===== config.mk =====
export PLATFORM = sky130hd
export DESIGN_NAME = sumador_serie_n
export DESIGN_NICKNAME = d
export VERILOG_FILES = /design/src/rtl/sumador_serie_n_pkg.sv /design/src/rtl/sumador_slice.sv /design/src/rtl/sumador_serie_n.sv
export SDC_FILE = /design/constraint.sdc
export NUM_CORES = 1
export LEC_CHECK = 0
export ABC_CLOCK_PERIOD_IN_PS = 3050
export BUFFER_PORTS_ARGS = -buffer_cell sky130_fd_sc_hd__buf_2
export CORE_MARGIN = 2
export CORE_UTILIZATION = 51
export DETAILED_ROUTE_END_ITERATION = 6
export PLACE_DENSITY = 0.8
export SETUP_SLACK_MARGIN = 0.15
export SYNTH_ARGS = -nofsm -noshare
export SYNTH_HDL_FRONTEND = slang
export SYNTH_SLANG_ARGS = --single-unit

===== constraint.sdc =====
create_clock -name CLK -period 3.05 [get_ports CLK]
set_input_delay 0.4575 -clock CLK [delete_from_list [all_inputs] [get_ports CLK]]
set_output_delay 0.4575 -clock CLK [all_outputs]
set_load 0.01 [all_outputs]

===== src/rtl/sumador_serie_n_pkg.sv =====
// Shared definitions for the serial adder/subtractor: operation codes, FSM states,
// and slice-counter sizing.
package sumador_serie_n_pkg;

  typedef enum logic [1:0] {
    MODO_HOLD = 2'b00,
    MODO_ADD  = 2'b01,
    MODO_SUB  = 2'b10,
    MODO_CLR  = 2'b11
  } modo_t;

  typedef enum logic [1:0] {
    ST_IDLE = 2'b00,
    ST_RUN  = 2'b01,
    ST_FIN  = 2'b10
  } state_t;

  // Counter needs at least one bit even when a single slice covers the word.
  function automatic int unsigned cnt_width(input int unsigned nsl);
    return (nsl > 1) ? $clog2(nsl) : 1;
  endfunction

endpackage


===== src/rtl/sumador_slice.sv =====
// Combinational SLICE-bit adder; c_msb is the carry into the top bit, used for
// signed-overflow detection.
module sumador_slice #(
  parameter int SLICE = 4
) (
  input  logic [SLICE-1:0] a,
  input  logic [SLICE-1:0] b,
  input  logic             ci,
  output logic [SLICE-1:0] s,
  output logic             co,
  output logic             c_msb
);

  logic [SLICE:0] sum;

  assign sum   = {1'b0, a} + {1'b0, b} + {{SLICE{1'b0}}, ci};
  assign s     = sum[SLICE-1:0];
  assign co    = sum[SLICE];
  assign c_msb = a[SLICE-1] ^ b[SLICE-1] ^ sum[SLICE-1];

endmodule


===== src/rtl/sumador_serie_n.sv =====
// Multi-cycle adder/subtractor: a WIDTH-bit operation is pushed through one
// SLICE-bit carry chain, LSB slice first, with a START/BUSY/DONE handshake.
module sumador_serie_n
  import sumador_serie_n_pkg::*;
#(
  parameter int WIDTH = 16,
  parameter int SLICE = 4
) (
  input  logic             CLK,
  input  logic             RESET_N,
  input  logic             ENB,
  input  logic [1:0]       MODO,
  input  logic             START,
  input  logic [WIDTH-1:0] A,
  input  logic [WIDTH-1:0] B,
  input  logic             RCI,
  output logic [WIDTH-1:0] Q,
  output logic             RCO,
  output logic             OVF,
  output logic             BUSY,
  output logic             DONE
);

  localparam int          NSL = WIDTH / SLICE;
  localparam int unsigned CW  = cnt_width(NSL);

  state_t           state, state_next;
  logic [CW-1:0]    cnt;
  logic [WIDTH-1:0] a_reg, b_reg, acc, res, q_reg;
  logic             carry, sub_op, rco_reg, ovf_reg;
  logic             load, step, clear, last, is_sub;
  logic [SLICE-1:0] s_sl;
  logic             co_sl, cmsb_sl;

  assign last   = (cnt == CW'(NSL - 1));
  assign is_sub = (MODO == MODO_SUB);

  sumador_slice #(.SLICE(SLICE)) u_slice (
    .a     (a_reg[cnt*SLICE +: SLICE]),
    .b     (b_reg[cnt*SLICE +: SLICE]),
    .ci    (carry),
    .s     (s_sl),
    .co    (co_sl),
    .c_msb (cmsb_sl)
  );

  // Partial sums collect in acc; Q only sees the completed word on the last slice.
  always_comb begin
    res = acc;
    res[cnt*SLICE +: SLICE] = s_sl;
  end

  always_comb begin
    state_next = state;
    load       = 1'b0;
    step       = 1'b0;
    clear      = 1'b0;
    if (ENB) begin
      if (MODO == MODO_CLR) begin
        clear      = 1'b1;
        state_next = ST_IDLE;
      end else begin
        case (state)
          ST_IDLE, ST_FIN: begin
            if (START && (MODO == MODO_ADD || MODO == MODO_SUB)) begin
              load       = 1'b1;
              state_next = ST_RUN;
            end else begin
              state_next = ST_IDLE;
            end
          end
          ST_RUN: begin
            step = 1'b1;
            if (last) state_next = ST_FIN;
          end
          default: state_next = ST_IDLE;
        endcase
      end
    end
  end

  // Subtraction is folded in at capture time: B is inverted and the borrow-in
  // becomes an inverted carry-in, so the running datapath is always an add.
  always_ff @(posedge CLK or negedge RESET_N) begin
    if (!RESET_N) begin
      state   <= ST_IDLE;
      cnt     <= '0;
      a_reg   <= '0;
      b_reg   <= '0;
      acc     <= '0;
      carry   <= 1'b0;
      sub_op  <= 1'b0;
      q_reg   <= '0;
      rco_reg <= 1'b0;
      ovf_reg <= 1'b0;
    end else begin
      state <= state_next;
      if (clear) begin
        q_reg   <= '0;
        rco_reg <= 1'b0;
        ovf_reg <= 1'b0;
      end else if (load) begin
        a_reg  <= A;
        b_reg  <= is_sub ? ~B : B;
        carry  <= is_sub ? ~RCI : RCI;
        sub_op <= is_sub;
        cnt    <= '0;
      end else if (step) begin
        carry <= co_sl;
        acc   <= res;
        if (last) begin
          q_reg   <= res;
          rco_reg <= sub_op ^ co_sl;
          ovf_reg <= co_sl ^ cmsb_sl;
        end else begin
          cnt <= cnt + CW'(1);
        end
      end
    end
  end

  assign Q    = q_reg;
  assign RCO  = rco_reg;
  assign OVF  = ovf_reg;
  assign BUSY = (state == ST_RUN);
  assign DONE = (state == ST_FIN);

endmodule


# == Word-level counts from Yosys, hierarchy flattened ==
# Index checks and enable logic that the tools add are counted.
# word_totals
out_inout_bits,20
wordCells,81
inputBits,39
register_bits,72
# classes
eq_ne,9
add_sub_neg,4
reduce_logical,13
shifts,4
bitwise_logic,8
mux,33
# ops
operator,count
$mux 16,5
$neg 4->34,1
$shift 4x34->16 const A,1
$shiftx 4x34->16,1
$shiftx 16x5->4,2
$mux 1,21
$bwmux 16,1
$not 16->16,1
$mux 2,5
$reduce_and 3->1,3
$eq 2x2->1 const B,4
$reduce_and 2->1,3
$reduce_bool 2->1,3
$add 4x4->5,1
$add 5x1->5,1
$eq 2x1->1 const B,2
$pmux 2 s2,1
$xor 1x1->1,4
$ne 3x1->1 const B,1
$not 1->1,3
$add 2x1->2 const B,1
$logic_not 2->1,1
$ne 2x1->1 const B,1
$ne 2x2->1 const B,1
other kinds (3),3

# == Longest topological paths before layout ==
# logic_depth
depth_word,9
depth_mapped,8
mapped_depth_nobuf,7

# == By module ==
# A second synthesis with hierarchy kept.
# unflattened
cells_unflattened,293
area_unflattened_um2,3698.5
# modules_own_cells
mod,seq_area_each_um2,cells_per_inst,instances,area_per_inst_um2
sumador_serie_n,1801.7,276,1,3557.2
sumador_slice,0.0,17,1,141.4

# == Worst setup path after synthesis ==
# No wires, ideal clock.
# synth_timing
path_type,flip-flop to flip-flop
from,register cnt[0]
to,register rco_reg (netlist: RCO)
setup_ns,0.121
path_buffers,1
path_stages_with_launch,9
synth_period_minus_slack_ns,2.857
t_arrival_ns,2.735
required_time_ns,2.929
path_slack_ns,0.193
path_cell_list,dfrtp_1 -> buf_4 -> mux4_2 -> fa_1 -> fa_1 -> a21o_1 -> a21oi_1 -> xor2_1 -> o21ai_1
# synth_via
elab_chain_cells,8
elab_cells_between_ends,12
classes_between,2 x add/sub; 1 x eq/ne; 2 x shift; 4 x mux; 1 x bitwise; 2 x reduce/logical
# synth_lines
item,line,text
"start, declared",sumador_serie_n.sv:28,logic [CW-1:0] cnt;
"start signal, assigned",sumador_serie_n.sv:116,cnt <= cnt + CW'(1);
"$shiftx 16x5->4, on equally long branches","sumador_serie_n.sv:39, sumador_serie_n.sv:40",
$add 4x4->5,sumador_slice.sv:16,"assign sum = {1'b0, a} + {1'b0, b} + {{SLICE{1'b0}}, ci};"
$add 5x1->5,sumador_slice.sv:16,
$xor 1x1->1,sumador_serie_n.sv:113,rco_reg <= sub_op ^ co_sl;
$mux 1,sumador_serie_n.sv:111,if (last) begin
$mux 1,sumador_serie_n.sv:108,end else if (step) begin
$mux 1,sumador_serie_n.sv:102,end else if (load) begin
$mux 1,sumador_serie_n.sv:98,if (clear) begin
"end signal, assigned",sumador_serie_n.sv:113,
"end, declared",sumador_serie_n.sv:30,"logic carry, sub_op, rco_reg, ovf_reg;"
# Several ways; a longest one is shown, not always the timed one. The select of a mux whose other input is x is not followed.
# A chain may end at the register's enable or synchronous reset.

# == Worst setup path in the final report ==
# Same ends and word-level chain as after synthesis.

==> results.cfg <==
[worst_setup_path]
critPathCaptureType = register
crit_buf_inv = 0
critPathMaxStageDelay_ns = 0.54
cp.arrival_ns = 2.92
cp_common_cell = fa_1
worstReg2RegStart = cnt[0]
cp_top_family = adder cells
crit_start = cnt[0]
critPathLaunchType = register
crit_type = register to register
worst_path_max_delay_cell = mux4_2
cp_cell_sequence = mux4_2 -> fa_1 -> fa_1 -> a21o_1 -> a21oi_2 -> xor2_1 -> o21ai_1
path_max_fanout = 4
crit_required_ns = 3.28

[floorplanning]
chipWidth_microns = 87.6
rows = 30
die-area_sq_um = 7670
die_h_microns = 87.6
core_sq_um = 6790
ios = 59
start_util_pct = 52.5

[cells_and_area]
diodes = 0
layout_common_cells = 88 x nand2_1, 72 x dfrtp_1, 58 x buf_2
fin_nets = 454
final_common_cell = nand2_1
post-route-util_pct = 61.0
syn_to_final_growth_pct = 16.2
drive_above_1_share_pct = 23.1

[route]
drcViolationCount = 0
final_antenna_net_count = 0
vias = 2733
wl_mm = 7.52
viasPerCell = 5.43
drtIter0Drc = 151
dr.pass1.iters = 4
post_drt_wl_per_cell_microns = 14.9

[cts]
cts-buffers-inserted = 9
cts.clk_slew.worst_paths_ns = 0.08
clock_latency_ns = 0.35
cts-root-buf = clkbuf_8
cts_setup_buffers = 0
cts-htree-levels = 3
cts_tree = built
cts_buffer_depth = 2
cts_sinks = 72
cts_hold_buffers = 0

[grt]
grt_pass1_vias = 2792
grt_max_degree = 73
grt_pass1_wl_mm = 13.0
grt_usage_pct = 22.2
antenna_found_initial = 0
grt-ovfl-total = 0

[placed_design]
place_ws_ns = 0.263
gp_congestion = 0.855
io_buffers = 58
dpl.hpwl_mm = 5.41

[power_and_ir_drop]
powerDensity_nw_per_um2 = 1050
leakage_nw = 2.02
finalPower_w = 0.00436
peakVddDrop_mv = 0.614

[synthesis]
syn_nets = 396
syn-instance-count = 344
synthTopCellsByArea = dfrtp_1 51%, nand2_1 9.3%, xnor2_1 5.2%
synth_largest_area_cell = dfrtp_1
synth.cell_area_sq_um = 3560
synth_cell_types = 35
ys_warn_count = 0
synth_top_area_share_pct = 50.5
synth-seq-cells = 72
yosysSeqAreaShare_pct = 50.5
postSynthAreaPerCell_sq_um = 10.4

[timing]
hold_violations = 0
fmax_ghz = 0.372
worst_slack_ns = 0.363
fin_hold_ws_ns = 0.290
fin_crit_sh_pct = 88.1
clock_skew_ns = 0.00887
fin_tns_setup_ns = 0
tightest_slew_ns = 0.880
relSlewSlack_pct = 41.3
slew_viol_final = 0
setup_viol = 0
min_period_ns = 2.69
rsz0062_at_grt = false

[worst_hold_path]
hp-start = A[9]
worst_hold_path_type = primary input to register

[outcome]
status = finished clean

[run]
max_cap_viol_count = 0
## power by group
part           switching [W]  internal (W)
clock network       0.000373      0.000402
registers           0.000217       0.00129
logic                0.00121      0.000869
total                0.00180       0.00256
## per-stage QoR
| stage | instances | area [sq um] |
|---|---|---|
| after floorplan | 344 | 3560 |
| after global placement | 487 | 3930 |
| after detailed placement | 487 | 3930 |
| after CTS | 503 | 4140 |
| after global routing | 503 | 4140 |
| final | 503 | 4140 |
## synthesized netlist by cell type
library cell and number:
a211o_1 1, a21o_1 2, a21oi_1 11, a21oi_2 1, a22o_1 20, a22oi_1 1
and2_1 3, and3b_1 2, and4b_1 1, and4bb_1 1, buf_1 2, buf_2 4
buf_4 5, clkbuf_1 6, dfrtp_1 72, fa_1 2, ha_1 11, inv_1 10
mux4_2 8, nand2_1 88, nand2_2 1, nand3b_1 5, nand4b_1 1, nand4bb_2 1
nor2_1 11, nor2b_1 8, nor3b_1 3, nor3b_2 1, o21ai_0 9, o21ai_1 19
o21ai_2 1, o22ai_1 5, o311ai_1 4, xnor2_1 21, xor2_1 3
## worst register-to-register path, delay by kind of cell, from the launching register on
kind / cells / cell delay (ns)
fa+ha+maj: 2 / 0.89
compound gates: 3 / 0.50
xor+xnor: 1 / 0.18
mux: 1 / 0.55
flops: 1 / 0.45
## metal layers
layer | share of wire [%] | track usage (%) | up-vias
li1 | - | - | 1293
met4 | 1.2 | 8.81 | 0
met2 | 52 | 37.9 | 87
met3 | 5.5 | 5.75 | 11
met5 | 0 | 0 | -
met1 | 42 | 26.8 | 1342
## final cells by class
type	instances	area, sq um
clock buffer	10	138
sequential	72	1800
timing repair buffer	64	335
clock inverter	6	67.6
tap	96	120
fill	576	2650
multi-input combinational	245	1640
inverter	10	37.5
## cells by family (layout without fill, tap and decap cells)
kind of cell,count (synthesis),count (layout),share of synthesized area (%)
and+or+nand+nor,126,126,16.4
AOI/OAI and AO/OA,74,74,13.6
DFF,72,72,50.5
buffers and inverters,27,90,3.51
xor gates and xnor gates,24,24,5.90
adders and majority gates,13,13,4.98
muxes,8,8,5.05
## path summary, 6_finish.rpt
path / endpoint / slack [ns] / cells after the start
setup reg to reg: RCO / 0.36 / 7
max in group asynchronous: cnt[1] / 2.18 / 2
hold / removal: a_reg[9] / 0.29 / 3
hold reg to reg: Q[1] / 0.48 / 2
setup / recovery: RCO / 0.36 / 7
min in group asynchronous: acc[2] / 0.31 / 2
## timing repair
action | CTS | global route
endpoints found under the hold margin | 0 | 0
gates resized for setup | 0 | 1
setup endpoints to repair | 0 | 3
Note: power is estimated with default switching activity, not from simulation.
